==> src/rtl/sdft_sample_feeder_if.sv <==
// Sample/start/ready handshake between the feeder (master) and sdft (slave).
interface sdft_sample_feeder_if #(
  parameter int unsigned data_width = 8
);
  logic signed [data_width-1:0] sample;
  logic                         start;
  logic                         ready;

  modport master (output sample, output start, input ready);
  modport slave  (input sample, input start, output ready);
endinterface

==> src/rtl/sdft_sample_feeder.sv <==
// Buffers strobed samples in a small FIFO and feeds them one at a time to sdft.
// Optional request timeout is built when SDFT_FEEDER_TIMEOUT_EN is defined.
module sdft_sample_feeder #(
  parameter int unsigned data_width     = 8,
  parameter int unsigned fifo_depth     = 4,
  parameter int unsigned timeout_cycles = 255
) (
  input  logic                          clk,
  input  logic                          reset,
  input  logic signed [data_width-1:0]  in_sample,
  input  logic                          in_valid,
  input  logic                          clear_flags,
  sdft_sample_feeder_if.master          sdft,
  output logic [$clog2(fifo_depth):0]   level,
  output logic                          overflow,
  output logic                          timeout,
  output logic [15:0]                   sent
);

  localparam int unsigned PtrW = $clog2(fifo_depth);
  localparam int unsigned LvlW = PtrW + 1;
  localparam logic [LvlW-1:0] Full = LvlW'(fifo_depth);

  typedef enum logic [1:0] {StIdle, StReq, StBusy} state_e;

  logic [data_width-1:0] mem_q [fifo_depth];
  logic [PtrW-1:0]       wr_ptr_q, rd_ptr_q;
  logic [LvlW-1:0]       level_q;
  logic                  overflow_q;
  state_e                state_q;
  logic                  start_q;
  logic [data_width-1:0] sample_q;
  logic [15:0]           sent_q;
  logic                  pop, push, drop, tmo_hit;

  // A pop in the same cycle frees the slot a push on a full FIFO needs.
  always_comb begin
    pop  = (state_q == StIdle) && (level_q != '0) && sdft.ready;
    push = in_valid && ((level_q != Full) || pop);
    drop = in_valid && !push;
  end

  always_ff @(posedge clk) begin
    if (push) begin
      mem_q[wr_ptr_q] <= in_sample;
    end
  end

  always_ff @(posedge clk) begin
    if (!reset) begin
      wr_ptr_q   <= '0;
      rd_ptr_q   <= '0;
      level_q    <= '0;
      overflow_q <= 1'b0;
    end else begin
      if (push) wr_ptr_q <= wr_ptr_q + PtrW'(1);
      if (pop)  rd_ptr_q <= rd_ptr_q + PtrW'(1);
      level_q <= level_q + LvlW'(push) - LvlW'(pop);
      if (clear_flags)  overflow_q <= 1'b0;
      else if (drop)    overflow_q <= 1'b1;
    end
  end

  always_ff @(posedge clk) begin
    if (!reset) begin
      state_q  <= StIdle;
      start_q  <= 1'b0;
      sample_q <= '0;
      sent_q   <= '0;
    end else begin
      unique case (state_q)
        StIdle: begin
          if (pop) begin
            state_q  <= StReq;
            start_q  <= 1'b1;
            sample_q <= mem_q[rd_ptr_q];
          end
        end
        StReq: begin
          if (!sdft.ready) begin
            state_q <= StBusy;
            start_q <= 1'b0;
          end else if (tmo_hit) begin
            // Abandoned request: the sample is discarded, not re-queued.
            state_q <= StIdle;
            start_q <= 1'b0;
          end
        end
        StBusy: begin
          if (sdft.ready) begin
            state_q <= StIdle;
            sent_q  <= sent_q + 16'd1;
          end
        end
        default: state_q <= StIdle;
      endcase
    end
  end

`ifdef SDFT_FEEDER_TIMEOUT_EN
  localparam int unsigned TmrW = $clog2(timeout_cycles + 1);

  logic [TmrW-1:0] tmr_q;
  logic            timeout_q;

  assign tmo_hit = (state_q == StReq) && sdft.ready && (tmr_q == TmrW'(timeout_cycles - 1));

  always_ff @(posedge clk) begin
    if (!reset) begin
      tmr_q     <= '0;
      timeout_q <= 1'b0;
    end else begin
      if ((state_q == StReq) && sdft.ready && !tmo_hit) tmr_q <= tmr_q + TmrW'(1);
      else                                              tmr_q <= '0;
      if (clear_flags)  timeout_q <= 1'b0;
      else if (tmo_hit) timeout_q <= 1'b1;
    end
  end

  assign timeout = timeout_q;
`else
  assign tmo_hit = 1'b0;
  assign timeout = 1'b0;
`endif

  assign sdft.sample = sample_q;
  assign sdft.start  = start_q;
  assign level       = level_q;
  assign overflow    = overflow_q;
  assign sent        = sent_q;

endmodule

==> src/flat_wrapper.sv <==
// flat-port wrapper written by rule: the top's interface ports become plain ports
module sdft_sample_feeder_flat 
#(
  parameter int unsigned data_width     = 8,
  parameter int unsigned fifo_depth     = 4,
  parameter int unsigned timeout_cycles = 255
)
  (clk, reset, in_sample, in_valid, clear_flags, level, overflow, timeout, sent, sdft_sample, sdft_start, sdft_ready);
  sdft_sample_feeder_if #(.data_width(data_width)) sdft_i ();
  input  logic clk;
  input  logic reset;
  input  logic signed [data_width-1:0] in_sample;
  input  logic in_valid;
  input  logic clear_flags;
  output logic [$clog2(fifo_depth):0] level;
  output logic overflow;
  output logic timeout;
  output logic [15:0] sent;
  output wire logic [$bits(sdft_i.sample)-1:0] sdft_sample;
  output wire logic [$bits(sdft_i.start)-1:0] sdft_start;
  input wire logic [$bits(sdft_i.ready)-1:0] sdft_ready;
  assign sdft_sample = sdft_i.sample;
  assign sdft_start = sdft_i.start;
  assign sdft_i.ready = sdft_ready;
  sdft_sample_feeder #(.data_width(data_width), .fifo_depth(fifo_depth), .timeout_cycles(timeout_cycles)) u_core (.clk(clk), .reset(reset), .in_sample(in_sample), .in_valid(in_valid), .clear_flags(clear_flags), .sdft(sdft_i), .level(level), .overflow(overflow), .timeout(timeout), .sent(sent));
endmodule
==> config.mk <==
export PLATFORM = sky130hd
export DESIGN_NAME = sdft_sample_feeder_flat
export DESIGN_NICKNAME = d
export VERILOG_FILES = /design/src/rtl/sdft_sample_feeder_if.sv /design/src/rtl/sdft_sample_feeder.sv /design/src/flat_wrapper.sv
export SDC_FILE = /design/constraint.sdc
export NUM_CORES = 1
export LEC_CHECK = 0
export BUFFER_PORTS_ARGS = -buffer_cell sky130_fd_sc_hd__buf_2
export CAP_MARGIN = 20
export CORE_ASPECT_RATIO = 0.5
export CORE_MARGIN = 10
export CORE_UTILIZATION = 50
export DETAILED_ROUTE_END_ITERATION = 8
export PLACE_DENSITY = 0.82
export SLEW_MARGIN = 0
export SYNTH_ARGS = -nofsm -noshare
export SYNTH_HDL_FRONTEND = slang
export SYNTH_SLANG_ARGS = --single-unit
export TNS_END_PERCENT = 30
==> constraint.sdc <==
create_clock -name clk -period 2.2 [get_ports clk]
set_input_delay 0.44 -clock clk [delete_from_list [all_inputs] [get_ports clk]]
set_output_delay 0.44 -clock clk [all_outputs]
set_load 0.02 [all_outputs]
==> impl_results.rst, run 1 <==
.. list-table::
   :header-rows: 1

   * - Metric
     - Value
   * - Relative contribution of the clock network to total power
     - 33.1%
   * - Effective utilization at floorplan
     - between 50% and 60%
   * - Chip width
     - ~130 um
   * - Sink Count
     - 67
   * - H-tree depth reported by CTS
     - 3
   * - Instance count of the mapped netlist
     - 220
   * - Input/output buffers
     - 41
   * - Top flip-flop cell by instance count after synthesis
     - dfxtp_1
   * - Num rows
     - 19
   * - Clock Skews
     - between 0.005 and 0.006 ns
   * - Clk slew on worst S/H paths
     - about 0.07 ns
   * - Cts bufs inserted
     - 9
   * - Cell types with the largest area share after synthesis
     - edfxtp_1 34%, dfxtp_1 25%, mux4_2 6.5%, and2_1 3.8%, nand2_1 3.5%
   * - Summed instance area of the synthesized netlist
     - 2790 um2
   * - Post-synthesis net count
     - 241
   * - Register-to-register path setup slack
     - approximately 0.0073 ns
   * - Hold violation total from the final report
     - 0
   * - Sequential element share of the synthesized area
     - 59.6%
   * - Slew @ Worst Pin
     - 0.578 ns
   * - XOR/XNOR Fraction of Synth Area
     - 4.09%
   * - Number of buffers inserted by hold repair at cts
     - 0
   * - Endpoint of the lowest-slack register-to-register path
     - u_core.level[2]
   * - Internal portion of total power
     - 0.00264 W
   * - GPL Wtd Cong
     - 0.765
   * - Achievable frequency
     - roughly 460 MHz
   * - End of the worst hold path
     - u_core.overflow
   * - Cell Pwr Density
     - about 1100 nW/um2
   * - Post-synthesis adder-cell area fraction
     - 3.86%
   * - Critical path data arrival time
     - about 2.4 ns
   * - Post CTS Setup Buffer Count
     - 0
   * - Headroom to the max-slew limit
     - 61.4%
   * - Net switching power figure
     - 0.00100 W
   * - Kind of start point of the critical path
     - register
   * - Yosys warns
     - 0
   * - Worst setup slack after placement
     - -0.0624 ns
   * - Setup total negative slack
     - 0 ns
   * - Static power due to leakage
     - between 1 and 1.5 nW
   * - Result of the run
     - complete, no violations
   * - Combinational share of power
     - about a quarter
   * - Clock tree from TritonCTS
     - built
   * - Post-placement cell count
     - roughly 340
   * - Total number of vias
     - around 1.8k
   * - Type of the tightest min-delay check
     - primary input to register
   * - Number of antenna violations at the first check in global routing
     - 0
   * - Fillers
     - slightly above 400
   * - Simple-gate share of the synthesized area
     - about 15%
   * - RR Startpoint
     - u_core.level[2]
   * - Multiplexer share of the synthesized area
     - 8.62%
   * - Maximum fanout along the worst path
     - 2
   * - Antenna Nets Post-Route
     - 0
   * - Clock latency on the worst-skew pair
     - 0.34 ns
   * - Most common cell in the synthesized netlist
     - dfxtp_1
   * - Number of synthesized register bits
     - 67
   * - Chip height
     - between 70 and 80 um
   * - Combinational family with the most area after synthesis
     - simple AND/OR/NAND/NOR gates
   * - Detailed-router iteration count before antenna repair
     - 4
   * - Switching fraction of total power
     - between 20% and 30%
   * - Total routing usage reported by global routing
     - 12.5%
   * - Clock Root Buffer
     - clkbuf_8
   * - Kind of end point of the critical path
     - register
   * - Antenna diodes
     - 0
   * - Total congestion overflow after global routing
     - 0
   * - Async S/R FF share, synth
     - 0%
   * - Avg WL per Cell
     - roughly 15 um
   * - Area of the core
     - 5440 um2
   * - Area growth from synthesis to layout
     - 23.5%
   * - Detailed Route WL
     - ~5.4 mm
   * - Sequential power share
     - 42.6%
   * - Setup-failing EPs final
     - 0
   * - Register area
     - ~1700 um2
   * - Compound-gate portion of the synthesized area
     - under 10%
   * - Number of cells on the worst reg-to-reg path
     - 10
   * - Synth unique cells
     - 36
   * - Maximum buffer depth of the clock tree
     - 2
   * - Tcrit/Tclk final
     - about 100%
   * - Post-layout min period
     - roughly 2.2 ns
   * - Number of global-route vias before repair
     - about 2.0k
   * - Biggest area consumer among synthesized cells
     - edfxtp_1
   * - Portion of synthesized cell area occupied by the leading cell type
     - 34.5%
   * - Estimated wirelength of the detail-placed design
     - about 3.8 mm
   * - Critical Path RT
     - approximately 2.4 ns
   * - Routed via count divided by cell count
     - 5.13
   * - Total power
     - around 0.0036 W
   * - Max Cap Violations
     - 0
   * - Area of the multi-input gates
     - between 1000 and 1500 um2
   * - Startpoint-to-endpoint class of the critical path
     - register to register
   * - Die area
     - about 9100 um2
   * - Pin count of the biggest net entering global routing
     - 40
   * - Number of stages on the worst hold path
     - 2
   * - Number of DRC violations after detailed-routing iteration 0
     - 121
   * - I/O pin count
     - 43
   * - Post-Synthesis Mean Instance Area
     - between 10 and 15 um2
   * - Worst IR drop on VDD
     - about 0.55 mV
   * - Fraction of layout instances using a drive strength above 1
     - roughly 32%
   * - Final layout net count
     - 297
   * - Fin. max-slew vios
     - 0
   * - Final worst setup slack
     - 0.00726 ns
   * - DR DRC count
     - 0
   * - Top cells by instance count after synthesis
     - 35 x dfxtp_1, 32 x edfxtp_1, 26 x nand2_1, 17 x and2_1
   * - Number of non-filler instances in the completed layout
     - ~350
   * - Min-Delay Startpoint
     - clear_flags
   * - Worst hold margin
     - around 0.28 ns
   * - Setup repair after global routing missed its margin
     - true
   * - EDFF count, synth
     - 32
   * - First-pass GRT wire length
     - approximately 9.2 mm
==> flip-flops by register name (all words and copies together), names as in the netlist <==
register and count:
u_core.level 3, u_core.mem_q 32, u_core.overflow 1, u_core.rd_ptr_q 2
u_core.sdft.sample 8, u_core.sdft.start 1, u_core.sent 16, u_core.state_q 2
u_core.wr_ptr_q 2
==> kinds of logic after synthesis <==
family	Yosys count
AO/OA/AOI/OAI	21
XOR/XNOR	13
adder cells (fa/ha/maj)	8
buffers and inverters	20
flip-flops	67
multiplexers	14
other	1
AND/OR/NAND/NOR	76
==> layout make-up <==
type | count | area share [%]
sequential | 67 | 48.4
multi-input combinational | 133 | 31.8
timing repair buffer | 54 | 8.80
clock buffer | 9 | 3.60
clock inverter | 7 | 3.34
tap | 73 | 2.65
inverter | 11 | 1.34
==> routing by layer <==
metal / wire length [um] / vias to the layer above / GRT usage, % / part of all wire [%]
li1: - / 887 / - / -
met3: 172 / 8 / 4.64 / 3.2
met1: 2230 / 889 / 12.4 / 41
met4: 79 / 0 / 5.46 / 1.5
met5: 0 / - / 0 / 0
met2: 2940 / 32 / 23.4 / 54
==> worst max path at each step <==
stage	start	to	slack, ns	depth (start not counted)
4_1_cts	u_core.level[2]	u_core.level[2]	-0.003	10
3_3_place_gp	u_core.level[2]	u_core.level[2]	0.03	10
3_5_place_dp	sdft_ready	u_core.level[2]	-0.06	11
5_1_grt	u_core.level[2]	u_core.level[2]	-0.06	10
6_report	u_core.level[2]	u_core.level[2]	0.007	10
2_1_floorplan	u_core.level[2]	u_core.level[2]	-0.04	10
==> cell usage in the layout (no fill, tap or decap), drive strengths merged, types with 2 or more instances in the layout <==
master | synthesis | routed
a21boi | 13 | 13
nor2b | 2 | 2
or3 | 5 | 5
xor2 | 3 | 3
o21ai | 5 | 5
dfxtp | 35 | 35
nand2 | 26 | 26
mux2i | 6 | 6
nand4 | 3 | 3
buf | 4 | 54
ha | 7 | 7
mux4 | 8 | 8
xnor2 | 10 | 10
clkbuf | 5 | 9
nor3 | 3 | 3
nand3 | 6 | 6
and2 | 17 | 17
bufinv | 0 | 3
inv | 10 | 11
nor3b | 4 | 4
nand2b | 4 | 4
clkinv | 1 | 4
nor4 | 2 | 2
edfxtp | 32 | 32
==> critical path: stages, from the launching register on <==
cell and delay (ns):
dfxtp_4 0.34, or3_4 0.38, nand2_4 0.10, clkinv_4 0.06
ha_4 0.25, inv_2 0.04, ha_4 0.15, fa_2 0.34
xnor2_2 0.15, xnor2_1 0.13, and2_1 0.15
==> timing repair <==
item                                   CTS  global route
pin swaps                                5             2
endpoints found under the hold margin    0             0
setup endpoints to repair                1             1
gates resized for setup                  5             0
==> stage by stage <==
step	area (um2)	utilization [%]
floorplan	2820	-
CTS	3440	63.2
detailed placement	3170	58.2
global route	3440	63.2
finish	3440	63.2
global placement	3170	58.2
==> power groups by stage <==
stage               clock network (W)  registers, W  logic [W]
finish                        0.00121       0.00155   0.000885
CTS                           0.00123       0.00155   0.000890
floorplan                           0       0.00162   0.000488
global route                  0.00128       0.00157   0.000982
global placement                    0       0.00157   0.000784
detailed placement                  0       0.00158   0.000825
No activity file was read; power rests on OpenSTA's default activity.
==> run 2, diff against run 1 <==
- ABC_AREA: not set -> 1
- CTS_CLUSTER_SIZE: not set -> 24
- clock period: 2.2 -> 1.95 ns (I/O delays scaled with it)
==> run 2 against run 1 <==
Global-route usage is 1.7 points higher. Cell area up 3.4%. Via count grew 23%. Clock power is 35% higher. Sequential power up 14%. Count of clock-buffer cells in the layout increased by 2. Non-clock buffer count rose by 1. Largest cell class unchanged.
==> impl_results.rst, run 2 <==
.. list-table::
   :header-rows: 1

   * - Metric
     - Value
   * - Estimated wirelength of the detail-placed design
     - between 4 and 5 mm
   * - Post-Synthesis Mean Instance Area
     - 9.37 um2
   * - Static power due to leakage
     - 1.46 nW
   * - Tcrit/Tclk final
     - 96.1%
   * - Critical path launch point
     - u_core.level[1]
   * - Area growth from synthesis to layout
     - 25.4%
   * - Biggest area consumer among synthesized cells
     - edfxtp_1
   * - Critical Path RT
     - between 2 and 2.5 ns
   * - Achievable frequency
     - 534 MHz
   * - Critical path data arrival time
     - 2.12 ns
   * - RR Startpoint
     - u_core.level[1]
   * - Kind of start point of the critical path
     - register
   * - Clk slew on worst S/H paths
     - roughly 0.05 ns
   * - Die area
     - 9270 um2
   * - GPL Wtd Cong
     - around 0.81
   * - Cell types with the largest area share after synthesis
     - edfxtp_1 34%, dfxtp_1 25%, nor2_1 9.0%, o21ai_0 5.6%, inv_1 4.8%
   * - Async S/R FF share, synth
     - 0%
   * - Worst setup slack after placement
     - -0.0340 ns
   * - Chip width
     - ~130 um
   * - Post-layout util
     - 64.8%
   * - Min-Delay Startpoint
     - clear_flags
   * - Maximum fanout along the worst path
     - 4
   * - Detailed-router iteration count before antenna repair
     - 4
   * - Summed instance area of the synthesized netlist
     - roughly 2800 um2
   * - Top flip-flop cell by instance count after synthesis
     - dfxtp_1
   * - Max Cap Violations
     - 0
   * - Number of global-route vias before repair
     - 2311
   * - Setup-failing EPs final
     - 0
   * - Number of flip-flops under the largest register name
     - 32
   * - Effective utilization at floorplan
     - slightly above 50%
   * - Routed via count divided by cell count
     - ~5
   * - Input/output buffers
     - around 40
   * - Cell occurring most often along the worst timing path
     - nand3_4
   * - Antenna diodes
     - 0
   * - Result of the run
     - complete, no violations
   * - EDFF count, synth
     - 32
   * - Num rows
     - 19
   * - Kind of cell adding the most delay to the critical path
     - adder cells
   * - Number of synthesized register bits
     - 67
   * - Chain of cells forming the critical path
     - inv_4 > nand3_4 > nand3_4 > clkinv_4 > ha_4 > inv_1 > ha_2 > fa_2 > or2_4 > a21oi_2
   * - Pin count of the biggest net entering global routing
     - 26
   * - I/O pin count
     - 43
   * - Yosys warns
     - 0
   * - Worst Path Buf+Inv
     - 3
   * - Area of the core
     - between 5000 and 6000 um2
   * - Most flop-heavy register
     - u_core.mem_q
   * - Clock Skews
     - 0.00657 ns
   * - Worst IR drop on VDD
     - 0.859 mV
   * - Portion of synthesized cell area occupied by the leading cell type
     - between 30% and 40%
   * - DR DRC count
     - 0
   * - Clock tree from TritonCTS
     - built
   * - Detailed Route WL
     - 6.31 mm
   * - Synth unique cells
     - 31
   * - Final layout net count
     - between 300 and 400
   * - Most common cell in the synthesized netlist
     - nor2_1
   * - Post-synthesis net count
     - 324
   * - Hold violation total from the final report
     - 0
   * - Post-layout min period
     - roughly 1.9 ns
   * - Sequential element share of the synthesized area
     - about three fifths
   * - Most frequent cells in the layout
     - 68 x nor2_1, 41 x buf_2, 33 x nand2_1, 33 x inv_1
   * - Fraction of layout instances using a drive strength above 1
     - between 20% and 30%
   * - Cell Pwr Density
     - between 1000 and 1500 nW/um2
   * - Cell at the slowest stage of the critical path
     - dfxtp_4
   * - Total congestion overflow after global routing
     - 0
   * - H-tree depth reported by CTS
     - 3
   * - Number of DRC violations after detailed-routing iteration 0
     - 147
   * - Chip height
     - between 70 and 80 um
   * - Type of the tightest min-delay check
     - primary input to register
   * - Number of antenna violations at the first check in global routing
     - 0
   * - Fin. max-slew vios
     - 0
   * - Startpoint-to-endpoint class of the critical path
     - register to register
   * - Avg WL per Cell
     - 14.4 um
   * - First-pass GRT wire length
     - 10.5 mm
   * - Total number of vias
     - about 2.2k
   * - Instance count of the mapped netlist
     - approximately 300
   * - Kind of end point of the critical path
     - register
   * - Maximum buffer depth of the clock tree
     - 2
   * - Clock latency on the worst-skew pair
     - 0.33 ns
   * - Final worst setup slack
     - between 0.07 and 0.08 ns
   * - Clock Root Buffer
     - clkbuf_16
   * - Antenna Nets Post-Route
     - 0
   * - Top cells by instance count after synthesis
     - 68 x nor2_1, 36 x inv_1, 35 x dfxtp_1, 33 x nand2_1
   * - Commonest non-fill, non-tap cell in the layout
     - nor2_1
   * - Cts bufs inserted
     - 9
   * - Peak per-stage delay on the critical path
     - 0.36 ns
   * - Total routing usage reported by global routing
     - about 14%
   * - Sink Count
     - 67
[run 2: logic make-up after synthesis]
kind of cell	count (synthesis)	share of synthesized area [%]
AO/OA/AOI/OAI	57	11.1
XOR/XNOR	2	0.617
adder cells (fa/ha/maj)	8	3.79
buffers and inverters	46	6.75
flip-flops	67	58.6
other	1	0.132
AND/OR/NAND/NOR	122	19.1
[run 2: path summary, 6_finish.rpt]
kind	to	slack (ns)	cells past startpoint
hold reg to reg	u_core.overflow	0.46	2
setup reg to reg	u_core.level[2]	0.08	10
hold / removal	u_core.overflow	0.22	2
setup / recovery	u_core.level[2]	0.08	10
[run 2: metal layers]
layer  global-route usage, %  part of all wire (%)  routed length, um
met1                    14.3                    41               2560
met2                    26.4                    52               3260
met3                    5.53                   6.8                427
met4                    5.14                   1.1                 68
met5                       0                     0                  0
[run 2: timing repair]
action,CTS,global route
hold endpoints to repair,0,0
pin swaps,2,3
hold buffers,0,0
setup buffers,0,4
setup endpoints to repair,1,2
gates resized for setup,3,3
[run 2: power breakdown]
| group | internal (W) | switching [W] |
|---|---|---|
| Clock | 0.00103 | 0.000601 |
| Combinational | 0.000389 | 0.000650 |
| Sequential | 0.00166 | 0.0000965 |
| Total | 0.00308 | 0.00135 |
[run 2: metrics by stage]
| stage | hold slack, ns | TNS, ns | std cells | cell area, um2 | power, W |
|---|---|---|---|---|---|
| floorplan | 0.461 | 0 | 303 | 2870 | 0.00240 |
| global placement | 0.440 | 0 | 419 | 3190 | 0.00266 |
| detailed placement | 0.449 | -0.0340 | 419 | 3190 | 0.00271 |
| CTS | 0.211 | 0 | 435 | 3500 | 0.00437 |
| global route | 0.232 | -0.00766 | 439 | 3560 | 0.00466 |
| finish | 0.224 | 0 | 439 | 3560 | 0.00443 |
[run 2: area by class of cell]
class / count / area [um2]
fillers: 417 / 1930
multi-input cells: 190 / 1030
clock inverters: 5 / 62.6
flip-flops and latches: 67 / 1670
inverters: 38 / 150
clock buffers: 11 / 243
repair buffers: 55 / 310
well taps: 73 / 91.3
